--- src/rtl/csi_rx_pwrup_seq.sv ---
`default_nettype none
// ============================================================================
// Module      : csi_rx_pwrup_seq
// Description : Power-up and recovery sequencer for the CSI-2 D-PHY receiver.
//               Releases D-PHY power-down, then the core/LP resets, then the
//               byte-clock resets, each step qualified by a filtered PLL lock.
//               Retries on lock timeout, re-sequences on lock loss and reports
//               ready / sticky fail to the system controller.
// Ports       : clk_lp_ctrl_i      LP control clock (only clock)
//               reset_i            async active-high reset
//               en_i               run request (1 = bring up, 0 = power down)
//               pll_lock_i         async PLL lock, synchronised internally
//               cfg_ld_i           reload pulse for ref_dt_o (RUN only)
//               ref_dt_cfg_i[5:0]  requested reference data type
//               pd_dphy_o          D-PHY power-down (1 = down)
//               reset_n_o          core reset, active low
//               reset_lp_n_o       LP logic reset, active low
//               reset_byte_n_o     byte clock reset, active low
//               reset_byte_fr_n_o  free-running byte clock reset, active low
//               ref_dt_o[5:0]      reference data type to the IP
//               ready_o            high only in RUN
//               fail_o             sticky failure flag
//               retry_cnt_o        lock timeouts in the current bring-up
// Revision    : 1.0 - initial release
// ============================================================================
module csi_rx_pwrup_seq #(
  parameter int PD_CYCLES        = 16,
  parameter int LOCK_TIMEOUT     = 1024,
  parameter int LOCK_FILT        = 4,
  parameter int RST_STAGE_CYCLES = 8,
  parameter int MAX_RETRY        = 3
) (
  input  logic                             clk_lp_ctrl_i,
  input  logic                             reset_i,
  input  logic                             en_i,
  input  logic                             pll_lock_i,
  input  logic                             cfg_ld_i,
  input  logic [5:0]                       ref_dt_cfg_i,
  output logic                             pd_dphy_o,
  output logic                             reset_n_o,
  output logic                             reset_lp_n_o,
  output logic                             reset_byte_n_o,
  output logic                             reset_byte_fr_n_o,
  output logic [5:0]                       ref_dt_o,
  output logic                             ready_o,
  output logic                             fail_o,
  output logic [$clog2(MAX_RETRY+1)-1:0]   retry_cnt_o
);

  // Counter sized for the longest dwell of any timed state.
  localparam int c_CNT_MAX = (PD_CYCLES > LOCK_TIMEOUT) ?
                             ((PD_CYCLES > RST_STAGE_CYCLES) ? PD_CYCLES : RST_STAGE_CYCLES) :
                             ((LOCK_TIMEOUT > RST_STAGE_CYCLES) ? LOCK_TIMEOUT : RST_STAGE_CYCLES);
  localparam int c_CW = $clog2(c_CNT_MAX + 1);
  localparam int c_FW = $clog2(LOCK_FILT + 1);
  localparam int c_RW = $clog2(MAX_RETRY + 1);

  // "Last" values: a state with N cycles of dwell leaves when the counter,
  // cleared on entry, shows N-1.
  localparam logic [c_CW-1:0] c_PD_LAST   = c_CW'(PD_CYCLES - 1);
  localparam logic [c_CW-1:0] c_TO_LAST   = c_CW'(LOCK_TIMEOUT - 1);
  localparam logic [c_CW-1:0] c_RST_LAST  = c_CW'(RST_STAGE_CYCLES - 1);
  localparam logic [c_CW-1:0] c_CNT_ONE   = c_CW'(1);
  localparam logic [c_FW-1:0] c_FILT_LAST = c_FW'(LOCK_FILT - 1);
  localparam logic [c_FW-1:0] c_FILT_ONE  = c_FW'(1);
  localparam logic [c_RW-1:0] c_RETRY_MAX = c_RW'(MAX_RETRY);
  localparam logic [c_RW-1:0] c_RETRY_ONE = c_RW'(1);

  localparam logic [2:0] c_ST_OFF       = 3'd0;
  localparam logic [2:0] c_ST_PD_WAIT   = 3'd1;
  localparam logic [2:0] c_ST_LOCK_WAIT = 3'd2;
  localparam logic [2:0] c_ST_RST_CORE  = 3'd3;
  localparam logic [2:0] c_ST_RST_BYTE  = 3'd4;
  localparam logic [2:0] c_ST_RUN       = 3'd5;
  localparam logic [2:0] c_ST_FAIL      = 3'd6;

  logic [2:0]      r_state;
  logic [2:0]      w_next;
  logic [c_CW-1:0] r_cnt;
  logic [c_FW-1:0] r_filt;
  logic [c_RW-1:0] r_retry;
  logic            r_lock_meta;
  logic            r_lock_sync;
  logic            r_pd;
  logic            r_rst_core_n;
  logic            r_rst_byte_n;
  logic [5:0]      r_ref_dt;
  logic            r_ready;
  logic            r_fail;

  logic            w_lock_ok;
  logic            w_timeout;
  logic [c_RW-1:0] w_retry_inc;

  // Lock is accepted on the cycle that would make the filter reach LOCK_FILT.
  assign w_lock_ok   = r_lock_sync && (r_filt == c_FILT_LAST);
  assign w_timeout   = (r_state == c_ST_LOCK_WAIT) && (r_cnt == c_TO_LAST);
  assign w_retry_inc = r_retry + c_RETRY_ONE;

  // --------------------------------------------------------------------------
  // Next-state logic. en_i low overrides every other transition.
  // --------------------------------------------------------------------------
  always_comb begin
    w_next = r_state;
    if (!en_i) begin
      w_next = c_ST_OFF;
    end else begin
      case (r_state)
        c_ST_OFF:       w_next = c_ST_PD_WAIT;
        c_ST_PD_WAIT:   if (r_cnt == c_PD_LAST) w_next = c_ST_LOCK_WAIT;
        c_ST_LOCK_WAIT: begin
          if (w_lock_ok)
            w_next = c_ST_RST_CORE;
          else if (w_timeout)
            w_next = (w_retry_inc == c_RETRY_MAX) ? c_ST_FAIL : c_ST_PD_WAIT;
        end
        c_ST_RST_CORE: begin
          if (!r_lock_sync)              w_next = c_ST_PD_WAIT;
          else if (r_cnt == c_RST_LAST)  w_next = c_ST_RST_BYTE;
        end
        c_ST_RST_BYTE: begin
          if (!r_lock_sync)              w_next = c_ST_PD_WAIT;
          else if (r_cnt == c_RST_LAST)  w_next = c_ST_RUN;
        end
        c_ST_RUN:       if (!r_lock_sync) w_next = c_ST_PD_WAIT;
        c_ST_FAIL:      w_next = c_ST_FAIL;
        default:        w_next = c_ST_OFF;
      endcase
    end
  end

  // --------------------------------------------------------------------------
  // State, counters and lock synchroniser.
  // --------------------------------------------------------------------------
  always_ff @(posedge clk_lp_ctrl_i or posedge reset_i) begin
    if (reset_i) begin
      r_state     <= c_ST_OFF;
      r_cnt       <= '0;
      r_filt      <= '0;
      r_lock_meta <= 1'b0;
      r_lock_sync <= 1'b0;
    end else begin
      r_state     <= w_next;
      r_lock_meta <= pll_lock_i;
      r_lock_sync <= r_lock_meta;

      // Dwell counter restarts on every state change and saturates.
      if (w_next != r_state)
        r_cnt <= '0;
      else if (r_cnt != '1)
        r_cnt <= r_cnt + c_CNT_ONE;

      // Filter only accumulates while remaining in LOCK_WAIT with lock high.
      if ((r_state == c_ST_LOCK_WAIT) && (w_next == c_ST_LOCK_WAIT) && r_lock_sync) begin
        if (r_filt != '1)
          r_filt <= r_filt + c_FILT_ONE;
      end else begin
        r_filt <= '0;
      end
    end
  end

  // --------------------------------------------------------------------------
  // Registered outputs decoded from the next state.
  // --------------------------------------------------------------------------
  always_ff @(posedge clk_lp_ctrl_i or posedge reset_i) begin
    if (reset_i) begin
      r_pd         <= 1'b1;
      r_rst_core_n <= 1'b0;
      r_rst_byte_n <= 1'b0;
      r_ref_dt     <= '0;
      r_ready      <= 1'b0;
      r_fail       <= 1'b0;
      r_retry      <= '0;
    end else begin
      r_pd         <= (w_next == c_ST_OFF) || (w_next == c_ST_PD_WAIT) ||
                      (w_next == c_ST_FAIL);
      r_rst_core_n <= (w_next == c_ST_RST_CORE) || (w_next == c_ST_RST_BYTE) ||
                      (w_next == c_ST_RUN);
      r_rst_byte_n <= (w_next == c_ST_RST_BYTE) || (w_next == c_ST_RUN);
      r_ready      <= (w_next == c_ST_RUN);
      r_fail       <= (w_next == c_ST_FAIL);

      // Leaving LOCK_WAIT for PD_WAIT or FAIL can only be a timeout.
      if ((w_next == c_ST_OFF) || ((w_next == c_ST_RUN) && (r_state != c_ST_RUN)))
        r_retry <= '0;
      else if ((r_state == c_ST_LOCK_WAIT) &&
               ((w_next == c_ST_PD_WAIT) || (w_next == c_ST_FAIL)))
        r_retry <= w_retry_inc;

      // Load on RUN entry, or on a reload pulse while staying in RUN.
      if ((w_next == c_ST_RUN) && ((r_state != c_ST_RUN) || cfg_ld_i))
        r_ref_dt <= ref_dt_cfg_i;
    end
  end

  assign pd_dphy_o         = r_pd;
  assign reset_n_o         = r_rst_core_n;
  assign reset_lp_n_o      = r_rst_core_n;
  assign reset_byte_n_o    = r_rst_byte_n;
  assign reset_byte_fr_n_o = r_rst_byte_n;
  assign ref_dt_o          = r_ref_dt;
  assign ready_o           = r_ready;
  assign fail_o            = r_fail;
  assign retry_cnt_o       = r_retry;

endmodule
`default_nettype wire

--- config.mk ---
export PLATFORM = sky130hd
export DESIGN_NAME = csi_rx_pwrup_seq
export DESIGN_NICKNAME = d
export VERILOG_FILES = /design/src/rtl/csi_rx_pwrup_seq.sv
export SDC_FILE = /design/constraint.sdc
export NUM_CORES = 1
export LEC_CHECK = 0
export ABC_AREA = 1
export CAP_MARGIN = 20
export CORE_MARGIN = 8
export CORE_UTILIZATION = 40
export DETAILED_ROUTE_END_ITERATION = 8
export PLACE_DENSITY_LB_ADDON = 0.1
export REMOVE_ABC_BUFFERS = 1
export SYNTH_ARGS = -nofsm -noshare
export SYNTH_HDL_FRONTEND = slang
export SYNTH_SLANG_ARGS = --single-unit
--- constraint.sdc ---
create_clock -name clk_lp_ctrl_i -period 2.1 [get_ports clk_lp_ctrl_i]
set_input_delay 0.315 -clock clk_lp_ctrl_i [delete_from_list [all_inputs] [get_ports clk_lp_ctrl_i]]
set_output_delay 0.315 -clock clk_lp_ctrl_i [all_outputs]
set_load 0.02 [all_outputs]
* Word-level counts from Yosys, hierarchy flattened *
Index checks and enable logic that the tools add are counted.

cells by class
  equality and inequality tests = 22
  mux-type cells = 17
  reduce and logical (&&, ||, !) cells = 19
  add/subtract/negate cells = 3

operators by type and width
  cell                                                   count
  two-way mux 3 bit                                      12
  two-way mux 11 bit                                     2
  case mux 3 bit (7 select lines)                        1
  equality test 3 bit, second input constant             6
  equality test 3 x 2 -> 1 bit, second input constant    5
  adder 11 x 1 -> 11 bit, second input constant          1
  equality test 11 x 10 -> 1 bit, second input constant  1
  equality test 11 x 3 -> 1 bit, second input constant   1
  equality test 11 x 4 -> 1 bit, second input constant   1
  inequality test 11 bit, second input constant          1
  logical OR 1 bit                                       8
  logical AND 1 bit                                      7
  equality test 3 x 1 -> 1 bit, second input constant    2
  logical NOT 3 bit                                      2
  inequality test 3 bit, second input constant           2
  two-way mux 2 bit                                      2
  nonzero test 2 bit                                     2
  adder 3 x 1 -> 3 bit, second input constant            1
  inequality test 3 bit                                  1
  adder 2 x 1 -> 2 bit, second input constant            1
  equality test 2 bit, second input constant             1
  inequality test 2 x 1 -> 1 bit, second input constant  1

word-level totals
  register bits = 32
  output and inout bits = 15
  bits of input ports = 11
  logic and storage cells = 73

* Longest topological paths before layout *
Gate-level depths: netlist of the first run.

  depth in word-level cells = 12
  gate-level depth with buffers = 15
  mapped depth without buffers = 15

* Worst setup path before layout of the first run *
No wires, ideal clock.

  path type = flip-flop to flip-flop
  start point = register r_cnt[0]
  end point = register r_ref_dt[0], in the netlist ref_dt_o[0]
  setup time = 0.117 ns
  clock period less this slack = 1.870 ns
  data arrival time = 1.753 ns
  cell stages (with the launch flop) = 14
  required time = 1.983 ns
  buffers on the path = 1
  slack = 0.230 ns
  path through = dfrtp_1 ha_1 nand3_2 nor2_8 nand3_2 nand2_1 nand2_2 a21oi_4 nand3_2 nor2_4 o21ai_2 buf_6 nand2_2 o21ai_2

between the ends
  longest elaborated chain between the ends = 8
  elaborated cells between the ends (all ways) = 15
  classes of those cells = 4 x eq/ne; 9 x mux; 2 x reduce/logical

ends and longest elaborated chain
  item                                 line  source
  start: declaration                   79    logic [c_CW-1:0] r_cnt;
  start signal: assignment             151   r_cnt <= r_cnt + c_CNT_ONE;
  equality test 11 x 10 -> 1 bit       97    assign w_timeout = (r_state == c_ST_LOCK_WAIT) && (r_cnt == c_TO_LAST);
  logical AND 1 bit                    97
  two-way mux 3 bit                    114   else if (w_timeout)
  two-way mux 3 bit                    112   if (w_lock_ok)
  case mux 3 bit (7 select lines) (*)  108   case (r_state)
  two-way mux 3 bit (*)                105   if (!en_i) begin
  equality test 3 bit (*)              192   if ((w_next == c_ST_RUN) && ((r_state != c_ST_RUN) || cfg_ld_i))
  logical AND 1 bit (*)                192
  end signal: assignment               193   r_ref_dt <= ref_dt_cfg_i;
  end: declaration                     87    logic [5:0] r_ref_dt;

Every way passes the cells marked *; elsewhere a longest branch is shown, timed or not.
A chain may end at the register's enable or synchronous reset.

* Final worst setup path of the first run *
  start point = register r_filt[0]
  end point = register r_cnt[1]

between the ends
  longest elaborated chain between the ends = 7
  elaborated cells between the ends (all ways) = 8
  classes of those cells = 2 x eq/ne; 4 x mux; 2 x reduce/logical

ends and longest elaborated chain
  item                                                             line  source
  start: declaration                                               80    logic [c_FW-1:0] r_filt;
  start signal: assignment                                         156   r_filt <= r_filt + c_FILT_ONE;
  equality test 3 x 2 -> 1 bit (*)                                 96    assign w_lock_ok = r_lock_sync && (r_filt == c_FILT_LAST);
  logical AND 1 bit (*)                                            96
  two-way mux 3 bit (*)                                            112
  case mux 3 bit (7 select lines) (*)                              108
  two-way mux 3 bit (*)                                            105
  inequality test 3 bit (*)                                        148   if (w_next != r_state)
  two-way mux 11 bit / nonzero test 2 bit (equally long branches)  -

Marked as above.

==> results of run 1 <==
metrics by stage:
stage	std cells	setup slack (ns)	hold WS, ns
floorplan	222	0.185	0.331
global placement	316	0.0577	0.335
detailed placement	316	0.0294	0.340
CTS	324	0.000693	0.356
global route	327	-0.0344	0.366
finish	327	0.0901	0.353
kinds of logic after synthesis:
| kind of cell | share of synthesized area |
|---|---|
| AOI/OAI and AO/OA | 0.0823 |
| xor gates and xnor gates | 0.0232 |
| adders and majority gates | 0.0332 |
| buffers and inverters | 0.0995 |
| DFF | 0.425 |
| muxes | 0.00531 |
| and+or+nand+nor | 0.331 |
cells in the final DEF, fill, tap and decap left out, types with 2 or more instances in the layout:
cell type / netlist / final
o21ai_0: 8 / 8
nand4_1: 2 / 2
nor2_1: 15 / 12
ha_1: 5 / 3
a21oi_2: 1 / 3
o21ai_2: 7 / 7
clkbuf_8: 0 / 7
inv_2: 10 / 10
nor2_2: 12 / 15
nand2_2: 10 / 11
clkdlybuf4s50_1: 0 / 25
xor2_1: 4 / 2
nand2_1: 47 / 44
nand3_2: 7 / 7
inv_1: 27 / 26
buf_4: 2 / 15
xor2_2: 0 / 2
dfrtp_1: 31 / 30
nand2_4: 2 / 4
nand3_4: 0 / 3
nand3_1: 20 / 17
per-layer routing:
metal / global-route usage / wire, um / share of wire / vias up
li1: - / - / - / 800
met1: 0.155 / 2010 / 0.48 / 735
met2: 0.180 / 1920 / 0.45 / 34
met3: 0.0478 / 230 / 0.054 / 6
met4: 0.0485 / 79 / 0.019 / 0
met5: 0 / 0 / 0 / -
power breakdown:
part           switching, W  internal [W]  leakage (nW)
logic              0.000116      0.000123         0.809
registers         0.0000316      0.000641         0.431
clock network      0.000231      0.000419        0.0645
total              0.000379       0.00118          1.30
worst register-to-register path, delay by kind of cell (launching register included):
family | cells | cell delay (ns)
AOI/OAI and AO/OA | 1 | 0.16
DFF | 1 | 0.38
xor gates and xnor gates | 1 | 0.24
adders and majority gates | 2 | 0.41
buffers and inverters | 1 | 0.19
and+or+nand+nor | 5 | 0.57
Yosys cell counts:
cell type / instances / share of area
o21ai_0: 8 / 0.021
inv_1: 27 / 0.054
dfrtp_1: 31 / 0.41
a21oi_2: 1 / 0.0046
buf_6: 3 / 0.018
nor2_8: 1 / 0.011
nor3_1: 2 / 0.0053
a31oi_1: 1 / 0.0033
dfstp_2: 1 / 0.014
nand3_1: 20 / 0.053
xnor2_1: 1 / 0.0046
nand4_1: 2 / 0.0066
nor2_2: 12 / 0.040
nand2_4: 2 / 0.012
a21oi_1: 3 / 0.0080
o21ai_2: 7 / 0.033
inv_2: 10 / 0.020
ha_1: 5 / 0.033
nand2_2: 10 / 0.033
nand2_1: 47 / 0.094
nand3b_1: 1 / 0.0040
a21oi_4: 1 / 0.0086
a21o_1: 1 / 0.0040
nor2_4: 1 / 0.0060
nor2_1: 15 / 0.030
buf_4: 2 / 0.0080
mux2i_1: 1 / 0.0053
nand3_2: 7 / 0.037
xor2_1: 4 / 0.019
worst max-delay path by stage:
stage                end  cells past startpoint       from
2_1_floorplan   r_cnt[8]                     13   r_cnt[0]
3_3_place_gp   r_filt[1]                     12   r_cnt[0]
3_5_place_dp   r_filt[1]                     12   r_cnt[0]
4_1_cts        r_filt[1]                     12   r_cnt[0]
5_1_grt         r_cnt[0]                     13   r_cnt[4]
6_report        r_cnt[1]                     10  r_filt[0]
registers in the layout, summed over array words and instances (netlist names):
register / count
fail_o: 1
pd_dphy_o: 1
r_cnt: 11
r_filt: 3
r_lock_meta: 1
r_lock_sync: 1
r_state: 3
ready_o: 1
ref_dt_o: 6
reset_byte_fr_n_o: 1
reset_lp_n_o: 1
retry_cnt_o: 2
final cells by class:
type / count / area, um2 / area share
multi-input cells: 154 / 1020 / 0.398
flip-flops and latches: 32 / 803 / 0.313
repair buffers: 42 / 408 / 0.159
inverters: 37 / 141 / 0.0550
clock buffers: 7 / 96.3 / 0.0375
well taps: 54 / 67.6 / 0.0263
clock inverters: 1 / 30.0 / 0.0117
repair_timing:
| action | CTS | global route |
|---|---|---|
| setup buffers | 0 | 1 |
| endpoints found under the setup margin | 0 | 23 |
| gates resized for setup | 0 | 27 |
==> impl_metrics.tcl, run 1 <==
set metrics [dict create \
    fp.dieW_um 84.7 \
    finalSetupViolations 0 \
    synth_cell_types 29 \
    first_pass_iters 4 \
    cts_root_buf "clkbuf_8" \
    drt_iter0_drc 87 \
    min_to "r_lock_sync" \
    synth_area_per_cell_um2 8.31 \
    max_freq_mhz 498 \
    ys_seq_area_frac 0.425 \
    ant_nets 0 \
    cts_buffer_depth 2 \
    wl_per_cell_um 13.0 \
    fin_skew_ns 0.0131 \
    ctsHoldBuffers 0 \
    startpoint_type "flop" \
    r2r_cells 10 \
    status "completed" \
    core_region_area_um2 4630 \
    timing.rr.end "r_cnt[1]" \
    dpl.hpwl_mm 2.93 \
    antenna_found_initial 0 \
    synthCells 227 \
    fin_util 0.555 \
    fillers 414 \
    grt_overflow_total 0 \
    cp_top_family "simple AND/OR/NAND/NOR gates" \
    yosysWarnings 0 \
    wirelength_mm 4.24 \
    path_cells "ha_1 > ha_2 > a21oi_2 > nand4_1 > nand2_2 > nand2_4 > xor2_2 > nand3_4 > clkbuf_16 > nor2_2" \
    cts_tree "done" \
    power_density_nw_per_um2 607 \
    min_path_type "reg -> reg" \
    max_stage_delay_ns 0.38 \
    rows 25 \
    clkLatencyLatePin_ns 0.29 \
    initial_core_util 0.407 \
    relSlewSlack 0.724 \
    final_hold_viol_count 0 \
    final_nets 288 \
    place_congestion 0.848 \
    dpl_cell_area_um2 2280 \
    tns_ns 0 \
    gr-usage-all-layers 0.122 \
    grt_first_pass_wirelength_mm 6.96 \
    finalCriticalPeriod_ns 2.01 \
    area_growth_pct 36.3 \
    antenna_cells 0 \
    maxCapViolations 0 \
    r2r-start "r_filt[0]" \
    cp-end-kind "flop" \
    crit_arrival_ns 2.23 \
    grt_max_degree 33 \
    cp_num_buf_inv 1 \
    total_power_w 0.00156 \
    cts.htree.levels 2 \
    critPathRequiredTime_ns 2.32 \
    routed_via_density 4.82 \
    ys_ff_latch 32 \
    leakagePower_nw 1.30 \
    postLayoutCellArea_um2 2570 \
    min_period_over_period 0.957 \
    tightest_slew_ns 0.414 \
    grt_pass1_vias 1555 \
    path_clk_slew_ns 0.06 \
    drc 0 \
    regToRegSetupSlack_ns 0.09 \
    critPathKind "reg -> reg" \
    vias 1575 \
    port_buffers 25 \
    numCtsBuffers 5 \
    netlist_area_um2 1890 \
    crit_path_top_delay_cell "dfrtp_1" \
    die_h_um 84.7 \
    cp_max_fo 5 \
    hold_path_depth 0 \
    cts.sinks 32 \
    hold_start "r_lock_meta" \
    drive_above_1_share 0.359 \
    slew_viol_final 0 \
    io_pins 26 \
    fp.dieArea_um2 7170 \
    vdd_drop_max_uv 370 \
]
Note: power is estimated with default switching activity, not from simulation.
==> run 2, diff against run 1 <==
--- a/config.mk
+++ b/config.mk
@@ -10,7 +10,7 @@
 export CORE_MARGIN = 8
 export CORE_UTILIZATION = 40
 export DETAILED_ROUTE_END_ITERATION = 8
-export PLACE_DENSITY_LB_ADDON = 0.1
+export PLACE_DENSITY = 0.72
 export REMOVE_ABC_BUFFERS = 1
 export SYNTH_ARGS = -nofsm -noshare
 export SYNTH_HDL_FRONTEND = slang
==> run 2 against run 1 <==
- combinational power fell by 18%
- critical path depth rose by 3
- critical path type unchanged
- clock power shrank 25%
- count of clock-buffer cells in the layout down 1
- cell count fell by 2.1%
- critical endpoint is now r_cnt[8]
- clock skew fell by 0.0069 ns
- non-clock buffer count down 6
- largest power group unchanged
- first-iteration DRC count down 33%
- design area is 5.1% lower
- die area stayed put
- utilization shrank 2.8 points
==> impl_metrics.tcl, run 2 (synthesis results as in run 1) <==
set metrics [dict create \
    p_clk_frac 0.360 \
    finalCriticalPeriod_ns 2.00 \
    dp_worst_setup_slack_ns 0.0187 \
    crit_path_top_delay_cell "dfrtp_1" \
    layout_common_cells "nand2_1, dfrtp_1, inv_1, clkdlybuf4s50_1, nand3_1" \
    drive_above_1_share 0.327 \
    die_h_um 84.7 \
    cp_num_buf_inv 2 \
    p_sw_w 0.000360 \
    slew_viol_final 0 \
    port_buffers 25 \
    vias 1515 \
    regMostFlops "r_cnt" \
    path_cells "ha_4 > nand3_1 > nor2_2 > buf_4 > nand3_1 > nand2_1 > a21oi_1 > nand2_2 > nand2_4 > xor2_2 > nand3_2 > buf_12 > nor2_1" \
    fp.dieArea_um2 7170 \
    wirelength_mm 3.73 \
    hold_path_depth 0 \
    drt_iter0_drc 58 \
    multi_input_area_um2 991 \
    cts.sinks 32 \
    path_clk_slew_ns 0.07 \
    grt_max_degree 33 \
    critPathKind "reg -> reg" \
    fp.dieW_um 84.7 \
    gr-usage-all-layers 0.109 \
    io_pins 26 \
    antenna_found_initial 0 \
    cp_common_cell "nand3_1" \
    endpoint "r_cnt[8]" \
    routed_via_density 4.73 \
    place_congestion 0.914 \
    finalSetupViolations 0 \
    cp_max_fo 11 \
    total_power_w 0.00136 \
    min_path_type "reg -> reg" \
    relSlewSlack 0.707 \
    setup_ws_ns 0.101 \
    dpl_cell_area_um2 2220 \
    ff_latch_area_um2 805 \
    tightest_slew_ns 0.438 \
    hold_start "r_lock_meta" \
    fillers 425 \
    ctsHoldBuffers 0 \
    core_region_area_um2 4630 \
    cp_num_cells 13 \
    max_freq_mhz 500 \
    min_period_over_period 0.952 \
    cp_top_family "simple AND/OR/NAND/NOR gates" \
    rows 25 \
    numCtsBuffers 5 \
    crit_arrival_ns 2.21 \
    tns_ns 0 \
    final_hold_viol_count 0 \
    cp-end-kind "flop" \
    cts_buffer_depth 2 \
    maxCapViolations 0 \
    timing.rr.end "r_cnt[8]" \
    wl_per_cell_um 11.7 \
    first_pass_iters 4 \
    cts.htree.levels 2 \
    drc 0 \
    status "completed" \
    startpoint "r_cnt[1]" \
    cts_tree "done" \
    mostFrequentLayoutCell "nand2_1" \
    p_seq_frac 0.496 \
    swShare 0.265 \
    grt_overflow_total 0 \
    power_density_nw_per_um2 556 \
    startpoint_type "flop" \
    cts_root_buf "clkbuf_8" \
    r2r-start "r_cnt[1]" \
    dpl.hpwl_mm 2.80 \
    pwr-share-comb 0.144 \
    vdd_drop_max_uv 408 \
    critPathRequiredTime_ns 2.31 \
    grt_first_pass_wirelength_mm 6.41 \
    max_stage_delay_ns 0.42 \
    grt_pass1_vias 1466 \
    postLayoutCellArea_um2 2440 \
    regToRegSetupSlack_ns 0.10 \
    ant_nets 0 \
    initial_core_util 0.407 \
    fin_skew_ns 0.00625 \
    area_growth_pct 29.4 \
    antenna_cells 0 \
    p_int_w 0.000997 \
    final_nets 281 \
    largest_reg_flops 11 \
    r2r_cells 13 \
    clkLatencyLatePin_ns 0.28 \
    leakagePower_nw 1.26 \
]
==> run 2: timing repair <==
| action | 4_1_cts | 5_1_grt |
|---|---|---|
| endpoints found under the setup margin | 1 | 19 |
| gates cloned | 0 | 0 |
| resized for setup | 1 | 19 |
| pin swaps | 0 | 4 |
| buffers inserted | 0 | 4 |
==> run 2: per-layer routing <==
layer	vias to the layer above	part of all wire	track usage
li1	782	-	-
met1	707	0.48	0.133
met2	22	0.48	0.176
met3	4	0.028	0.0234
met4	0	0.013	0.0583
met5	-	0	0
==> run 2: worst reg2reg max path, stage by stage (launching register included) <==
cell and delay, ns:
dfrtp_1 0.42, ha_4 0.20, nand3_1 0.09, nor2_2 0.06
buf_4 0.12, nand3_1 0.06, nand2_1 0.05, a21oi_1 0.16
nand2_2 0.11, nand2_4 0.12, xor2_2 0.17, nand3_2 0.12
buf_12 0.16, nor2_1 0.10
==> run 2: stage by stage <==
stage | cells | hold WS, ns | utilization
floorplan | 222 | 0.331 | -
global placement | 308 | 0.332 | 0.479
detailed placement | 308 | 0.340 | 0.479
CTS | 316 | 0.356 | 0.501
global route | 320 | 0.366 | 0.527
finish | 320 | 0.356 | 0.527
==> run 2: area by class of cell <==
cell class                 instances  area share
tap                               54      0.0277
clock buffer                       6      0.0338
inverter                          37      0.0569
timing repair buffer              36       0.142
multi-input combinational        153       0.406
clock inverter                     2     0.00410
sequential                        32       0.330
==> run 2: power by group through the flow <==
stage	sequential (W)	combinational [W]	clock, W
after global placement	0.000674	0.000185	0
final	0.000673	0.000196	0.000488
after detailed placement	0.000675	0.000186	0
after global routing	0.000675	0.000218	0.000528
after CTS	0.000664	0.000188	0.000507
after floorplan	0.000678	0.000101	0
==> run 2: worst min-delay path by stage <==
stage	endpoint	slack, ns
after floorplan	r_lock_sync	0.33
after global placement	r_lock_sync	0.33
after detailed placement	r_lock_sync	0.34
after CTS	r_lock_sync	0.36
after global routing	r_lock_sync	0.37
final	r_lock_sync	0.36
==> run 3, diff against run 2 <==
--- a/config.mk
+++ b/config.mk
@@ -11,6 +11,7 @@
 export CORE_UTILIZATION = 40
 export DETAILED_ROUTE_END_ITERATION = 8
 export PLACE_DENSITY = 0.72
+export RECOVER_POWER = 25
 export REMOVE_ABC_BUFFERS = 1
 export SYNTH_ARGS = -nofsm -noshare
 export SYNTH_HDL_FRONTEND = slang
==> run 3 against run 2 <==
- fmax unchanged
- cell count stayed put
- routed wire length did not move
==> impl_metrics.tcl, run 3 (synthesis results as in run 1) <==
set metrics [dict create \
    drc 0 \
    regToRegSetupSlack_ns 0.10 \
    grt_util_met3 0.0234 \
    p_sw_w 0.000360 \
    final_nets 281 \
    crit_path_top_delay_cell "dfrtp_1" \
    fin_skew_ns 0.00625 \
    crit_arrival_ns 2.21 \
    cts.sinks 32 \
    grt_max_degree 33 \
    cts_tree "done" \
    ctsHoldBuffers 0 \
    p_int_w 0.000996 \
    antenna_cells 0 \
    cts_buffer_depth 2 \
    numCtsBuffers 5 \
    final_cells 320 \
    path_cells "ha_4 > nand3_1 > nor2_2 > buf_4 > nand3_1 > nand2_1 > a21oi_1 > nand2_2 > nand2_4 > xor2_2 > nand3_2 > buf_12 > nor2_1" \
    pwr-share-comb 0.143 \
    max_stage_delay_ns 0.42 \
    regMostFlops "r_cnt" \
    grt_pass1_vias 1466 \
    die_h_um 84.7 \
    relSlewSlack 0.491 \
    fp.dieArea_um2 7170 \
    path_clk_slew_ns 0.07 \
    cp-end-kind "flop" \
    fillers 425 \
    drt_iter0_drc 58 \
    cts.htree.levels 2 \
    vias 1515 \
    gr-usage-all-layers 0.109 \
    mostFrequentLayoutCell "nand2_1" \
    ant_nets 0 \
    critPathRequiredTime_ns 2.31 \
    swShare 0.265 \
    total_power_w 0.00136 \
    drive_above_1_share 0.327 \
    grt_overflow_total 0 \
    cts_root_buf "clkbuf_8" \
    status "completed" \
    critPathKind "reg -> reg" \
    area_growth_pct 29.3 \
    busiest_layer "met2" \
    initial_core_util 0.407 \
    largest_reg_flops 11 \
    min_path_type "reg -> reg" \
    dpl.hpwl_mm 2.80 \
    maxCapViolations 0 \
    final_hold_viol_count 0 \
    finalCriticalPeriod_ns 2.00 \
    max_freq_mhz 500 \
    cp_max_fo 11 \
    wirelength_mm 3.73 \
    finalSetupViolations 0 \
    power_density_nw_per_um2 556 \
    place_congestion 0.914 \
    routed_via_density 4.73 \
    grt_util_met2 0.176 \
    first_pass_iters 4 \
    whs_ns 0.356 \
    slew_viol_final 0 \
    min_period_over_period 0.952 \
    startpoint_type "flop" \
    tightest_slew_ns 0.763 \
    met1_usage 0.133 \
    grt_first_pass_wirelength_mm 6.41 \
    cp_common_cell "nand3_1" \
    wl_per_cell_um 11.7 \
    rows 25 \
    antenna_found_initial 0 \
    p_clk_frac 0.360 \
    p_seq_frac 0.496 \
    io_pins 26 \
    port_buffers 25 \
    fp.dieW_um 84.7 \
    placedCellCount 308 \
    tns_ns 0 \
    vdd_drop_max_uv 408 \
    core_region_area_um2 4630 \
    clkLatencyLatePin_ns 0.28 \
    layout_common_cells "nand2_1, dfrtp_1, inv_1, clkdlybuf4s50_1, nand3_1" \
    leakagePower_nw 1.26 \
]
[run 3: changes by cell type in the layout (fill, tap and decap cells not counted)]
cell             delta
buf_4               -1
dlygate4sd3_1       +2
clkbuf_2            +1
clkdlybuf4s50_1     -2
[run 3: path summary, 6_finish.rpt]
path	from	to	depth (start not counted)
hold reg to reg	r_lock_meta	r_lock_sync	0
setup / recovery	r_cnt[1]	r_cnt[8]	13
max in group asynchronous	reset_i	r_state[2]	3
setup reg to reg	r_cnt[1]	r_cnt[8]	13
hold / removal	r_lock_meta	r_lock_sync	0
min in group asynchronous	reset_i	r_filt[1]	3
[run 3: stage by stage]
step | cell area [um2] | setup WS (ns) | utilization
floorplan | 1840 | 0.185 | -
global placement | 2220 | 0.0942 | 0.479
detailed placement | 2220 | 0.0187 | 0.479
CTS | 2320 | 0.0316 | 0.501
global route | 2440 | -0.00330 | 0.526
finish | 2440 | 0.101 | 0.526
[run 3: final cells by class]
cell class	instances	area, um2	area share
multi-input cells	153	991	0.407
clock buffers	6	82.6	0.0339
repair buffers	36	343	0.141
well taps	54	67.6	0.0277
inverters	37	139	0.0570
clock inverters	2	10.0	0.00411
flip-flops and latches	32	805	0.330
[run 3: what timing repair did]
item / 4_1_cts / 5_1_grt
setup buffers: 0 / 4
resized for setup: 1 / 19
endpoints found under the setup margin: 1 / 19
pin swaps: 0 / 4
[run 3: power by group through the flow]
stage	sequential [W]	clock, W	combinational [W]
2_1_floorplan	0.000678	0	0.000101
3_3_place_gp	0.000674	0	0.000185
3_5_place_dp	0.000675	0	0.000186
4_1_cts	0.000664	0.000507	0.000188
5_1_grt	0.000675	0.000528	0.000217
6_report	0.000673	0.000488	0.000194
[run 3: metal layers]
layer | part of all wire | wire length (um)
met1 | 0.48 | 1780
met2 | 0.48 | 1800
met3 | 0.028 | 103
met4 | 0.013 | 50
met5 | 0 | 0
[run 3: critical path, delay by kind of cell, from the launching register on]
kind	cells	cell delay (ns)
fa+ha+maj	1	0.20
compound gates	1	0.16
flops	1	0.42
xor+xnor	1	0.17
simple gates	8	0.70
buf+inv	2	0.28
